==> src/rtl/crossy_pkg.sv <==
`default_nettype none
// crossy_pkg: shared button-FSM state encoding and 25 MHz timing defaults for the crossy-road game.
// Rev 1.0
package crossy_pkg;

  typedef enum logic [1:0] {
    IDLE      = 2'd0,
    CHK_PRESS = 2'd1,
    PRESSED   = 2'd2,
    CHK_REL   = 2'd3
  } btn_state_e;

  localparam int unsigned DEBOUNCE_CYCLES_25M = 250000;
  localparam int unsigned REPEAT_DELAY_25M    = 6250000;
  localparam int unsigned REPEAT_PERIOD_25M   = 2500000;

  function automatic int unsigned max3(input int unsigned a, input int unsigned b,
                                       input int unsigned c);
    int unsigned m;
    m = (a > b) ? a : b;
    return (m > c) ? m : c;
  endfunction

endpackage
`default_nettype wire

==> src/rtl/sync2.sv <==
`default_nettype none
// sync2: two-flop synchroniser for asynchronous pin inputs, async active-low reset.
// Rev 1.0
module sync2 (
  input  logic i_clk,
  input  logic i_rst_n,
  input  logic i_d,
  output logic o_q
);

  logic s1_q;
  logic s2_q;

  always_ff @(posedge i_clk or negedge i_rst_n) begin
    if (!i_rst_n) begin
      s1_q <= 1'b0;
      s2_q <= 1'b0;
    end else begin
      s1_q <= i_d;
      s2_q <= s1_q;
    end
  end

  assign o_q = s2_q;

endmodule
`default_nettype wire

==> src/rtl/move_btn_cond.sv <==
`default_nettype none
// move_btn_cond: sync + debounce the move button into one-cycle move pulses with a pulse counter.
// Optional auto-repeat while held: define MOVE_BTN_AUTOREPEAT_EN. Rev 1.0
module move_btn_cond
  import crossy_pkg::*;
#(
  parameter int unsigned DEBOUNCE_CYCLES = DEBOUNCE_CYCLES_25M,
  parameter int unsigned REPEAT_DELAY    = REPEAT_DELAY_25M,
  parameter int unsigned REPEAT_PERIOD   = REPEAT_PERIOD_25M
) (
  input  logic       i_clk,
  input  logic       i_rst_n,
  input  logic       i_btn,
  input  logic       i_hold,
  output logic       o_move,
  output logic       o_btn_level,
  output logic [7:0] o_move_cnt
);

  localparam int unsigned CNT_W = $clog2(max3(DEBOUNCE_CYCLES, REPEAT_DELAY, REPEAT_PERIOD)) + 1;
  localparam logic [CNT_W-1:0] CNT_ONE = CNT_W'(1);
  localparam logic [CNT_W-1:0] DB_LAST = CNT_W'(DEBOUNCE_CYCLES - 1);

  logic             btn_s2;
  btn_state_e       state_q, state_d;
  logic [CNT_W-1:0] cnt_q, cnt_d;
  logic             accept;
  logic             pulse_req;
  logic             move_q, move_d;
  logic [7:0]       move_cnt_q, move_cnt_d;

  sync2 u_sync2 (
    .i_clk   (i_clk),
    .i_rst_n (i_rst_n),
    .i_d     (i_btn),
    .o_q     (btn_s2)
  );

  always_comb begin
    state_d = state_q;
    cnt_d   = cnt_q;
    accept  = 1'b0;
    case (state_q)
      IDLE: begin
        cnt_d = '0;
        if (btn_s2) state_d = CHK_PRESS;
      end
      CHK_PRESS: begin
        if (!btn_s2) begin
          state_d = IDLE;
          cnt_d   = '0;
        end else if (cnt_q == DB_LAST) begin
          state_d = PRESSED;
          cnt_d   = '0;
          accept  = 1'b1;
        end else begin
          cnt_d = cnt_q + CNT_ONE;
        end
      end
      PRESSED: begin
        cnt_d = '0;
        if (!btn_s2) state_d = CHK_REL;
      end
      CHK_REL: begin
        if (btn_s2) begin
          state_d = PRESSED;
          cnt_d   = '0;
        end else if (cnt_q == DB_LAST) begin
          state_d = IDLE;
          cnt_d   = '0;
        end else begin
          cnt_d = cnt_q + CNT_ONE;
        end
      end
      default: begin
        state_d = IDLE;
        cnt_d   = '0;
      end
    endcase
  end

`ifdef MOVE_BTN_AUTOREPEAT_EN
  localparam logic [CNT_W-1:0] DELAY_LAST  = CNT_W'(REPEAT_DELAY - 1);
  localparam logic [CNT_W-1:0] PERIOD_LAST = CNT_W'(REPEAT_PERIOD - 1);

  logic [CNT_W-1:0] rpt_q, rpt_d;
  logic             rpt_phase_q, rpt_phase_d;
  logic             rpt_fire;

  // Phase 0 waits out the initial delay, phase 1 paces the steady repeat; both held in CHK_REL.
  always_comb begin
    rpt_d       = rpt_q;
    rpt_phase_d = rpt_phase_q;
    rpt_fire    = 1'b0;
    if (accept) begin
      rpt_d       = '0;
      rpt_phase_d = 1'b0;
    end else if (state_q == PRESSED) begin
      if ((!rpt_phase_q && rpt_q == DELAY_LAST) || (rpt_phase_q && rpt_q == PERIOD_LAST)) begin
        rpt_fire    = 1'b1;
        rpt_d       = '0;
        rpt_phase_d = 1'b1;
      end else begin
        rpt_d = rpt_q + CNT_ONE;
      end
    end
  end

  always_ff @(posedge i_clk or negedge i_rst_n) begin
    if (!i_rst_n) begin
      rpt_q       <= '0;
      rpt_phase_q <= 1'b0;
    end else begin
      rpt_q       <= rpt_d;
      rpt_phase_q <= rpt_phase_d;
    end
  end

  // Guard keeps pulses separated even with a one-cycle repeat delay or period.
  assign pulse_req = accept | (rpt_fire & ~move_q);
`else
  assign pulse_req = accept;
`endif

  always_comb begin
    move_d     = pulse_req & ~i_hold;
    move_cnt_d = move_cnt_q;
    if (move_d) move_cnt_d = move_cnt_q + 8'd1;
  end

  always_ff @(posedge i_clk or negedge i_rst_n) begin
    if (!i_rst_n) begin
      state_q    <= IDLE;
      cnt_q      <= '0;
      move_q     <= 1'b0;
      move_cnt_q <= 8'd0;
    end else begin
      state_q    <= state_d;
      cnt_q      <= cnt_d;
      move_q     <= move_d;
      move_cnt_q <= move_cnt_d;
    end
  end

  assign o_move      = move_q;
  assign o_btn_level = (state_q == PRESSED) || (state_q == CHK_REL);
  assign o_move_cnt  = move_cnt_q;

endmodule
`default_nettype wire

==> config.mk <==
export PLATFORM = sky130hd
export DESIGN_NAME = move_btn_cond
export DESIGN_NICKNAME = d
export VERILOG_FILES = /design/src/rtl/crossy_pkg.sv /design/src/rtl/sync2.sv /design/src/rtl/move_btn_cond.sv
export SDC_FILE = /design/constraint.sdc
export NUM_CORES = 1
export LEC_CHECK = 0
export ABC_AREA = 1
export CAP_MARGIN = 20
export CORE_ASPECT_RATIO = 0.75
export CORE_MARGIN = 2
export CORE_UTILIZATION = 48
export CTS_CLUSTER_DIAMETER = 30
export DETAILED_ROUTE_END_ITERATION = 10
export PLACE_DENSITY = 0.72
export SLEW_MARGIN = 40
export SYNTH_ARGS = -nofsm -noshare
export SYNTH_HDL_FRONTEND = slang
export SYNTH_SLANG_ARGS = --single-unit
==> constraint.sdc <==
create_clock -name i_clk -period 2 [get_ports i_clk]
set_input_delay 0.4 -clock i_clk [delete_from_list [all_inputs] [get_ports i_clk]]
set_output_delay 0.4 -clock i_clk [all_outputs]
set_load 0.05 [all_outputs]
==> results.cfg, run 1 <==
[outcome]
status = completed

[setup_path]
path_depth = 1
crit_chain = clkdlybuf4s50_1
reg2reg_depth = 9
worstSetupStartpointType = register
path_max_fanout = 4
critical_path_buf_inv_count = 1
critPathLaunch = o_move_cnt[5]
critical-path-slowest-cell = clkdlybuf4s50_1
r2r_slack_ps = 300
r2r_start = cnt_q[0]
end_kind = output pin
crit_end = o_move_cnt[5]
crit_family = buffers and inverters
crit_path_max_incr_delay_ps = 820
criticalPathCategory = reg -> out
cp.required_ps = 1600
rr_endpoint = cnt_q[22]
crit_arrival_ps = 1520

[synth]
synthesis.nets = 295
synthFlopType = dfrtp_1
synthDistinctLibCells = 32
ys_ff_latch = 37
synth_seq_area_share_pct = 42.9
netlist_instances = 289
synth_top_area_cell = dfrtp_1
yosysWarnings = 0
ys_async_sr_fraction_pct = 100
avgSynthCellArea_um2 = 7.47
synth_top_area_share_pct = 42.9
synth_common_cells = nand2_1, nor2_1, inv_1, dfrtp_1, nand3_1
netlist_top_cells_area = dfrtp_1, nand2_1, nor2_1
synth_most_common_cell = nand2_1
syn_area_mm2 = 0.00216
synth_edf_count = 0

[die]
initial_utilization_pct = 49.2
die_area_mm2 = 0.00506
core_mm2 = 0.00439
die_y_um = 62.1
placementRows = 21
ios = 14
die_x_um = 81.5

[timing]
period_minus_slack_ps = 1920
drv_slew = 0
finalSetupViolCount = 0
hold_viol = 0
slew-limit-headroom_pct = 66.1
fmax_ghz = 0.521
timing.setup.tns_ps = 0
rsz0062_at_grt = no
finalCritPeriodShare_pct = 95.9
fin_ws_ps = 82.2
worstMarginPinSlew_ps = 508
finClkSkew_ps = 5.76

[layout]
diodes = 0
multiInputGateArea_mm2 = 0.00103
regArea_um2 = 926
final_core_util_pct = 56.4
nets = 313
area.growth.synth_to_final_pct = 14.6
fillers = 416
drive_gt1_share_pct = 12.7

[grt]
grt_pass1_vias = 1583
grt.total_usage_pct = 20.1
antenna_found_initial = 0
grt_pass1_wl_um = 7500
grt_max_degree = 20
grt-ovfl-total = 0

[detailed_routing]
drtIter0Drc = 158
avgRoutedWirePerCell_um = 12.2
vias = 1825
ant_nets = 0
wl_um = 4470
drc = 0
vias_per_cell = 5.00
dr.pass1.iters = 4

[placed_design]
dp_hpwl_um = 3370
post-place-ws_ps = 277
gp_congestion = 0.882
port_buffers = 13

[clock_tree]
clock_sinks = 37
htreeDepth = 2
cts_buffer_depth = 2
cts_buffers = 5
root_buffer = clkbuf_8
hold_buffers = 0
insertion_delay_ps = 290
clk_pin_slew_ps = 80
cts_tree = built

[pwr]
p_per_area_mw_per_mm2 = 602
vdd_ir_drop_max_mv = 0.495
total_power_uw = 1490
p_leak_uw = 0.00112

[hold_path]
hp-class = in -> async

[flow_run]
cap_violations = 0
[per-layer routing]
metal  up-vias  GRT usage [%]  wire length (um)
li1        937              -                 -
met1       845           30.8              2360
met2        39           27.3              1890
met3         4           5.20               195
met4         0           6.54                31
met5         -              0                 0
[worst min-delay path by stage]
stage / depth (start not counted) / endpoint / start
after floorplan: 0 / asynchronous set/reset pin / i_rst_n
after global placement: 0 / u_sync2.o_q / u_sync2.s1_q
after detailed placement: 0 / u_sync2.o_q / u_sync2.s1_q
after CTS: 1 / cnt_q[14] / i_rst_n
after global routing: 1 / cnt_q[14] / i_rst_n
final: 1 / cnt_q[6] / i_rst_n
[power by group]
| group | internal, uW | switching [uW] |
|---|---|---|
| registers | 752 | 2.77 |
| clock network | 406 | 283 |
| logic | 14.9 | 31.4 |
| total | 1170 | 317 |
[layout by cell type (no fill, tap or decap), drive strengths merged, types with 3 or more instances in the layout]
cell,count
clkbuf,6
nand3,22
nor3b,3
dfrtp,37
nand2,69
clkdlybuf4s50,10
xor2,3
inv,43
buf,3
a21oi,8
nor2,61
nand4,8
nor3,11
o21ai,10
[cell type report]
| type | count | share of cell area (%) |
|---|---|---|
| Sequential cell | 37 | 37.4 |
| Timing Repair Buffer | 15 | 6.37 |
| Tap cell | 57 | 2.88 |
| Clock buffer | 6 | 3.34 |
| Clock inverter | 2 | 1.52 |
| Multi-Input combinational cell | 204 | 41.8 |
| Inverter | 44 | 6.72 |
[through the flow]
step | area, um2 | instances | hold WS, ps
final | 2470 | 365 | 53.7
after global routing | 2470 | 365 | 85.8
after CTS | 2470 | 365 | 65.8
after detailed placement | 2350 | 357 | 341
after global placement | 2350 | 357 | 337
after floorplan | 2160 | 289 | 104
[sequential cells by signal, indices dropped and copies added, names as in the netlist, named ones only]
| register | flops |
|---|---|
| o_move | 1 |
| o_move_cnt | 8 |
| u_sync2.o_q | 1 |
| cnt_q | 24 |
| u_sync2.s1_q | 1 |
| state_q | 1 |
[cells by family after synthesis]
group | Yosys count | synth area share, %
simple gates | 177 | 39.2
compound gates | 20 | 5.16
buf+inv | 48 | 9.27
fa+ha+maj | 2 | 1.16
flops | 37 | 42.9
xor+xnor | 5 | 2.38
[repair_timing]
| action | 4_1_cts | 5_1_grt |
|---|---|---|
| buffers inserted | 0 | 0 |
| gates resized for setup | 0 | 2 |
| endpoints found under the setup margin | 0 | 2 |
Power figures use the tool's default switching activity.
==> run 2, diff against run 1 <==
CTS_CLUSTER_DIAMETER = 200   (was 30)
PLACE_DENSITY = 0.74   (was 0.72)
clock period = 1.73 ns   (was 2 ns; I/O delays follow)
==> run 2 against run 1 <==
Effect of this change: core utilization fell by 0.11 points; non-clock buffer count rose by 5; worst setup slack improved by 61 ps; final cell count rose by 1.4%; clock skew rose by 2.5 ps; clock power rose by 9.9%; hold slack improved by 37 ps; sequential power rose by 16%; flip-flop and latch count did not move; cell area fell by 0.20%; via count rose by 2.3%; sequential share of layout area rose by 0.076 points; critical endpoint is now cnt_q[22]; largest cell class unchanged.
==> results.cfg, run 2 (synthesis results as in run 1) <==
[outcome]
status = completed

[clock_tree]
insertion_delay_ps = 290
htreeDepth = 2
clk_pin_slew_ps = 80
root_buffer = clkbuf_8
cts_buffer_depth = 2
cts_buffers = 5
postCtsSetupBuffers = 0
cts_tree = built
clock_sinks = 37

[die]
placementRows = 21
ios = 14
die_area_mm2 = 0.00506
die_y_um = 62.1
initial_utilization_pct = 49.2
core_mm2 = 0.00439
die_x_um = 81.5

[grt]
grt-ovfl-total = 0
grt_pass1_vias = 1622
grt_max_degree = 38
antenna_found_initial = 0
grt_pass1_wl_um = 7730
grt.total_usage_pct = 20.7

[layout]
diodes = 0
fillers = 413
multiInputGateArea_mm2 = 0.00104
final_core_util_pct = 56.3
regArea_um2 = 926
largest_register_ffs = 24
nets = 318
area.growth.synth_to_final_pct = 14.4
layout_common_cells = nand2_1, nor2_1, inv_1
drive_gt1_share_pct = 17.3
largest_register = cnt_q
layout_commonest_cell = nand2_1
finalNonFillerCells = 370

[hold_path]
hp-class = in -> async

[setup_path]
cp.required_ps = 1910
r2r_slack_ps = 140
criticalPathCategory = reg -> reg
end_kind = register
crit_path_max_incr_delay_ps = 380
crit_chain = ha_1 -> nand3_2 -> nor2_2 -> nand2_2 -> nor2_4 -> nand2_4 -> clkinv_2 -> nand3_1 -> and2_1
path_max_fanout = 6
rr_endpoint = cnt_q[22]
reg2reg_depth = 9
crit_arrival_ps = 1770
crit_family = simple AND/OR/NAND/NOR gates
r2r_start = cnt_q[0]
critical_path_buf_inv_count = 1
critPathLaunch = cnt_q[0]
critical-path-slowest-cell = dfrtp_1
worstSetupStartpointType = register

[pwr]
vdd_ir_drop_max_mv = 0.377
p_per_area_mw_per_mm2 = 680
p_leak_uw = 0.00114

[placed_design]
dp_hpwl_um = 3400
port_buffers = 13
dpl.cell_count = 362
gp_congestion = 0.913

[detailed_routing]
ant_nets = 0
drc = 0
avgRoutedWirePerCell_um = 12.2
drtIter0Drc = 138
vias_per_cell = 5.05
wl_um = 4520
vias = 1867
dr.pass1.iters = 4

[timing]
finClkSkew_ps = 8.31
slew-limit-headroom_pct = 69.1
worstMarginPinSlew_ps = 463
period_minus_slack_ps = 1590
hold_viol = 0
fmax_ghz = 0.630
rsz0062_at_grt = no
timing.setup.tns_ps = 0
drv_slew = 0
finalCritPeriodShare_pct = 91.7
finalSetupViolCount = 0

[flow_run]
cap_violations = 0
-- run 2: cell types whose count changed in the layout (fill, tap and decap cells not counted), sizes merged --
cell	delta
dlymetal6s2s	-2
buf	+15
clkdlybuf4s50	-8
clkinv	+1
clkbuf	-1
-- run 2: worst register-to-register path, stage by stage (launching register included) --
cell and delay (ps):
dfrtp_1 380, ha_1 190, nand3_2 130, nor2_2 140, nand2_2 100, nor2_4 200
nand2_4 90, clkinv_2 50, nand3_1 50, and2_1 150
-- run 2: what timing repair did --
action / 4_1_cts / 5_1_grt
endpoints found under the setup margin: 0 / 1
hold buffers: 0 / 0
gates resized for setup: 0 / 1
-- run 2: per-stage QoR --
step | setup WS (ps) | cell area (um2) | hold slack, ps | power [uW]
after floorplan | 247 | 2160 | 50.4 | 913
after global placement | 123 | 2350 | 343 | 942
after detailed placement | 109 | 2350 | 357 | 943
after CTS | 142 | 2460 | 102 | 1710
after global routing | 25.1 | 2470 | 137 | 1750
final | 143 | 2470 | 91.2 | 1680
-- run 2: area by class of cell --
type	instances	share of cell area, %
multi-input cells	204	42.0
flip-flops and latches	37	37.5
inverters	44	6.74
repair buffers	20	6.18
well taps	57	2.89
clock buffers	5	2.79
clock inverters	3	1.87
-- run 2: where the power goes --
| part | switching (uW) | total, uW | internal [uW] |
|---|---|---|---|
| registers | 3.39 | 873 | 870 |
| logic | 35.7 | 50.2 | 14.5 |
| clock network | 326 | 757 | 431 |
| total | 365 | 1680 | 1320 |
-- run 2: how the worst max path moves through the flow --
stage                          to  slack, ps  cells past startpoint
finish                  cnt_q[22]        140                      9
detailed placement  o_move_cnt[3]        110                      7
global placement    o_move_cnt[3]        120                      7
global route        o_move_cnt[4]         30                      8
floorplan               cnt_q[22]        250                      9
CTS                     cnt_q[22]        140                      9
-- run 2: metal layers --
layer  routed length (um)  share of wire (%)  global-route usage [%]
met1                 2370                 52                    31.8
met4                   31               0.69                    5.57
met3                  291                6.4                    5.06
met5                    0                  0                       0
met2                 1830                 40                    29.0
==> run 3, diff against run 2 <==
CORE_MARGIN = default   (was 2)
DONT_BUFFER_PORTS = 1   (was default)
PLACE_DENSITY = 0.7   (was 0.74)
==> run 3 against run 2 <==
Effect of this change: largest cell class unchanged; routed wire length up 3.5%; register-to-register slack hardly changed; highest routed layer unchanged; combinational power increased by 3%; worst setup slack lost 5.8 ps; sequential share of layout area barely moved; clock skew is 5.8 ps lower; clock power is 17% higher; core utilization increased by 2.8 points; first-iteration DRC count is 17% higher.
==> results.cfg, run 3 (synthesis results as in run 1) <==
[detailed_routing]
drtIter0Drc = 162
dr.pass1.iters = 4
vias_per_cell = 5.05
vias = 1833
avgRoutedWirePerCell_um = 12.9
drc = 0
wl_um = 4680
ant_nets = 0

[grt]
grt_max_degree = 38
antenna_found_initial = 0
grt-ovfl-total = 0
grt.total_usage_pct = 21.6
grt_pass1_wl_um = 7600
grt_pass1_vias = 1627

[setup_path]
r2r_start = cnt_q[0]
crit_path_max_incr_delay_ps = 370
cp.required_ps = 1910
crit_arrival_ps = 1780
worstSetupStartpointType = register
critical-path-slowest-cell = dfrtp_1
crit_chain = ha_1 -> nand3_4 -> nor2_2 -> nand2_2 -> nor2_4 -> nand2_4 -> clkinv_2 -> nand3_1 -> and2_1
path_max_fanout = 6
criticalPathCategory = reg -> reg
crit_family = simple AND/OR/NAND/NOR gates
critPathLaunch = cnt_q[0]
end_kind = register
critical_path_buf_inv_count = 1

[timing]
hold_slack_ps = 79.9
slew-limit-headroom_pct = 64.0
worstMarginPinSlew_ps = 539
timing.setup.tns_ps = 0
finalCritPeriodShare_pct = 92.1
finClkSkew_ps = 2.50
period_minus_slack_ps = 1590
finalSetupViolCount = 0
hold_viol = 0
fmax_ghz = 0.628
rsz0062_at_grt = no
drv_slew = 0

[pwr]
p_seq_share_pct = 48.1
power_frac_comb_pct = 2.9
vdd_ir_drop_max_mv = 0.435
p_per_area_mw_per_mm2 = 735
netSwitchingFraction_pct = 19.7
p_int_uw = 1460
p_clk_share_pct = 49.0
switchingPower_uw = 357
p_leak_uw = 0.00113

[hold_path]
hp-class = in -> reg
hp-start = i_btn

[layout]
final_core_util_pct = 59.0
drive_gt1_share_pct = 16.2
diodes = 0
nets = 313
largest_register = cnt_q
area.growth.synth_to_final_pct = 14.3
layout_common_cells = nand2_1, nor2_1, inv_1
largest_register_ffs = 24
layout_commonest_cell = nand2_1

[clock_tree]
clk_pin_slew_ps = 70
cts_tree = built
root_buffer = clkbuf_8
cts_buffers = 5
insertion_delay_ps = 290
clock_sinks = 37
cts_buffer_depth = 2
htreeDepth = 2

[die]
initial_utilization_pct = 51.7
die_x_um = 79.5
placementRows = 20
ios = 14
die_area_mm2 = 0.00477
core_mm2 = 0.00418
die_y_um = 60.1

[placed_design]
gp_congestion = 0.939
dp_hpwl_um = 3450
port_buffers = 0

[outcome]
status = completed

[flow_run]
cap_violations = 0
run 3: cell count changes in the layout (fill, tap and decap cells not counted), sizes merged:
cell and delta:
buf -5, clkdlybuf4s50 -2, bufinv +1, clkinvlp -1, dlygate4sd3 +1, nor2 +1
run 3: path summary, 6_finish.rpt:
kind                                       to  slack, ps  cells past startpoint
worst max-delay path                cnt_q[22]        140                      9
worst min-delay path             u_sync2.s1_q         80                      0
worst max register to register      cnt_q[22]        140                      9
worst min register to register    u_sync2.o_q        350                      0
max in group asynchronous            cnt_q[5]       1030                      2
min in group asynchronous       o_move_cnt[4]        510                      2
run 3: power by group through the flow:
| stage | combinational, uW | sequential (uW) | clock, uW |
|---|---|---|---|
| 2_1_floorplan | 23.4 | 890 | 0 |
| 3_3_place_gp | 27.1 | 890 | 0 |
| 3_5_place_dp | 27.7 | 891 | 0 |
| 4_1_cts | 52.6 | 873 | 902 |
| 5_1_grt | 58.8 | 874 | 946 |
| 6_report | 51.7 | 873 | 889 |
run 3: layout make-up:
cell class / count / area, um2
Clock buffer: 5 / 68.8
Clock inverter: 3 / 65.1
Fill cell: 379 / 1710
Inverter: 44 / 166
Multi-Input combinational cell: 205 / 1050
Sequential cell: 37 / 926
Tap cell: 55 / 68.8
Timing Repair Buffer: 14 / 120
run 3: metrics by stage:
step / std cells / setup WS, ps / power, uW / area (um2)
floorplan: 289 / 247 / 913 / 2160
global placement: 351 / 148 / 917 / 2280
detailed placement: 351 / 142 / 918 / 2280
CTS: 361 / 125 / 1830 / 2440
global route: 363 / 8.40 / 1880 / 2470
finish: 363 / 137 / 1810 / 2470
run 3: repair_timing:
item / in CTS / in global routing
setup endpoints to repair: 0 / 7
buffers inserted: 0 / 1
gates resized for setup: 0 / 2
hold buffers: 2 / 0
endpoints found under the hold margin: 37 / 0
run 3: worst register-to-register path: stages (launching register included):
cell and delay, ps:
dfrtp_1 370, ha_1 220, nand3_4 120, nor2_2 130
nand2_2 100, nor2_4 210, nand2_4 90, clkinv_2 60
nand3_1 50, and2_1 150
run 3: routing by layer:
layer / track usage [%] / vias to the layer above / part of all wire [%]
met5: 0 / - / 0
met4: 7.27 / 0 / 1.1
met3: 5.34 / 8 / 6.1
met2: 30.8 / 44 / 42
met1: 31.6 / 834 / 51
li1: - / 947 / -
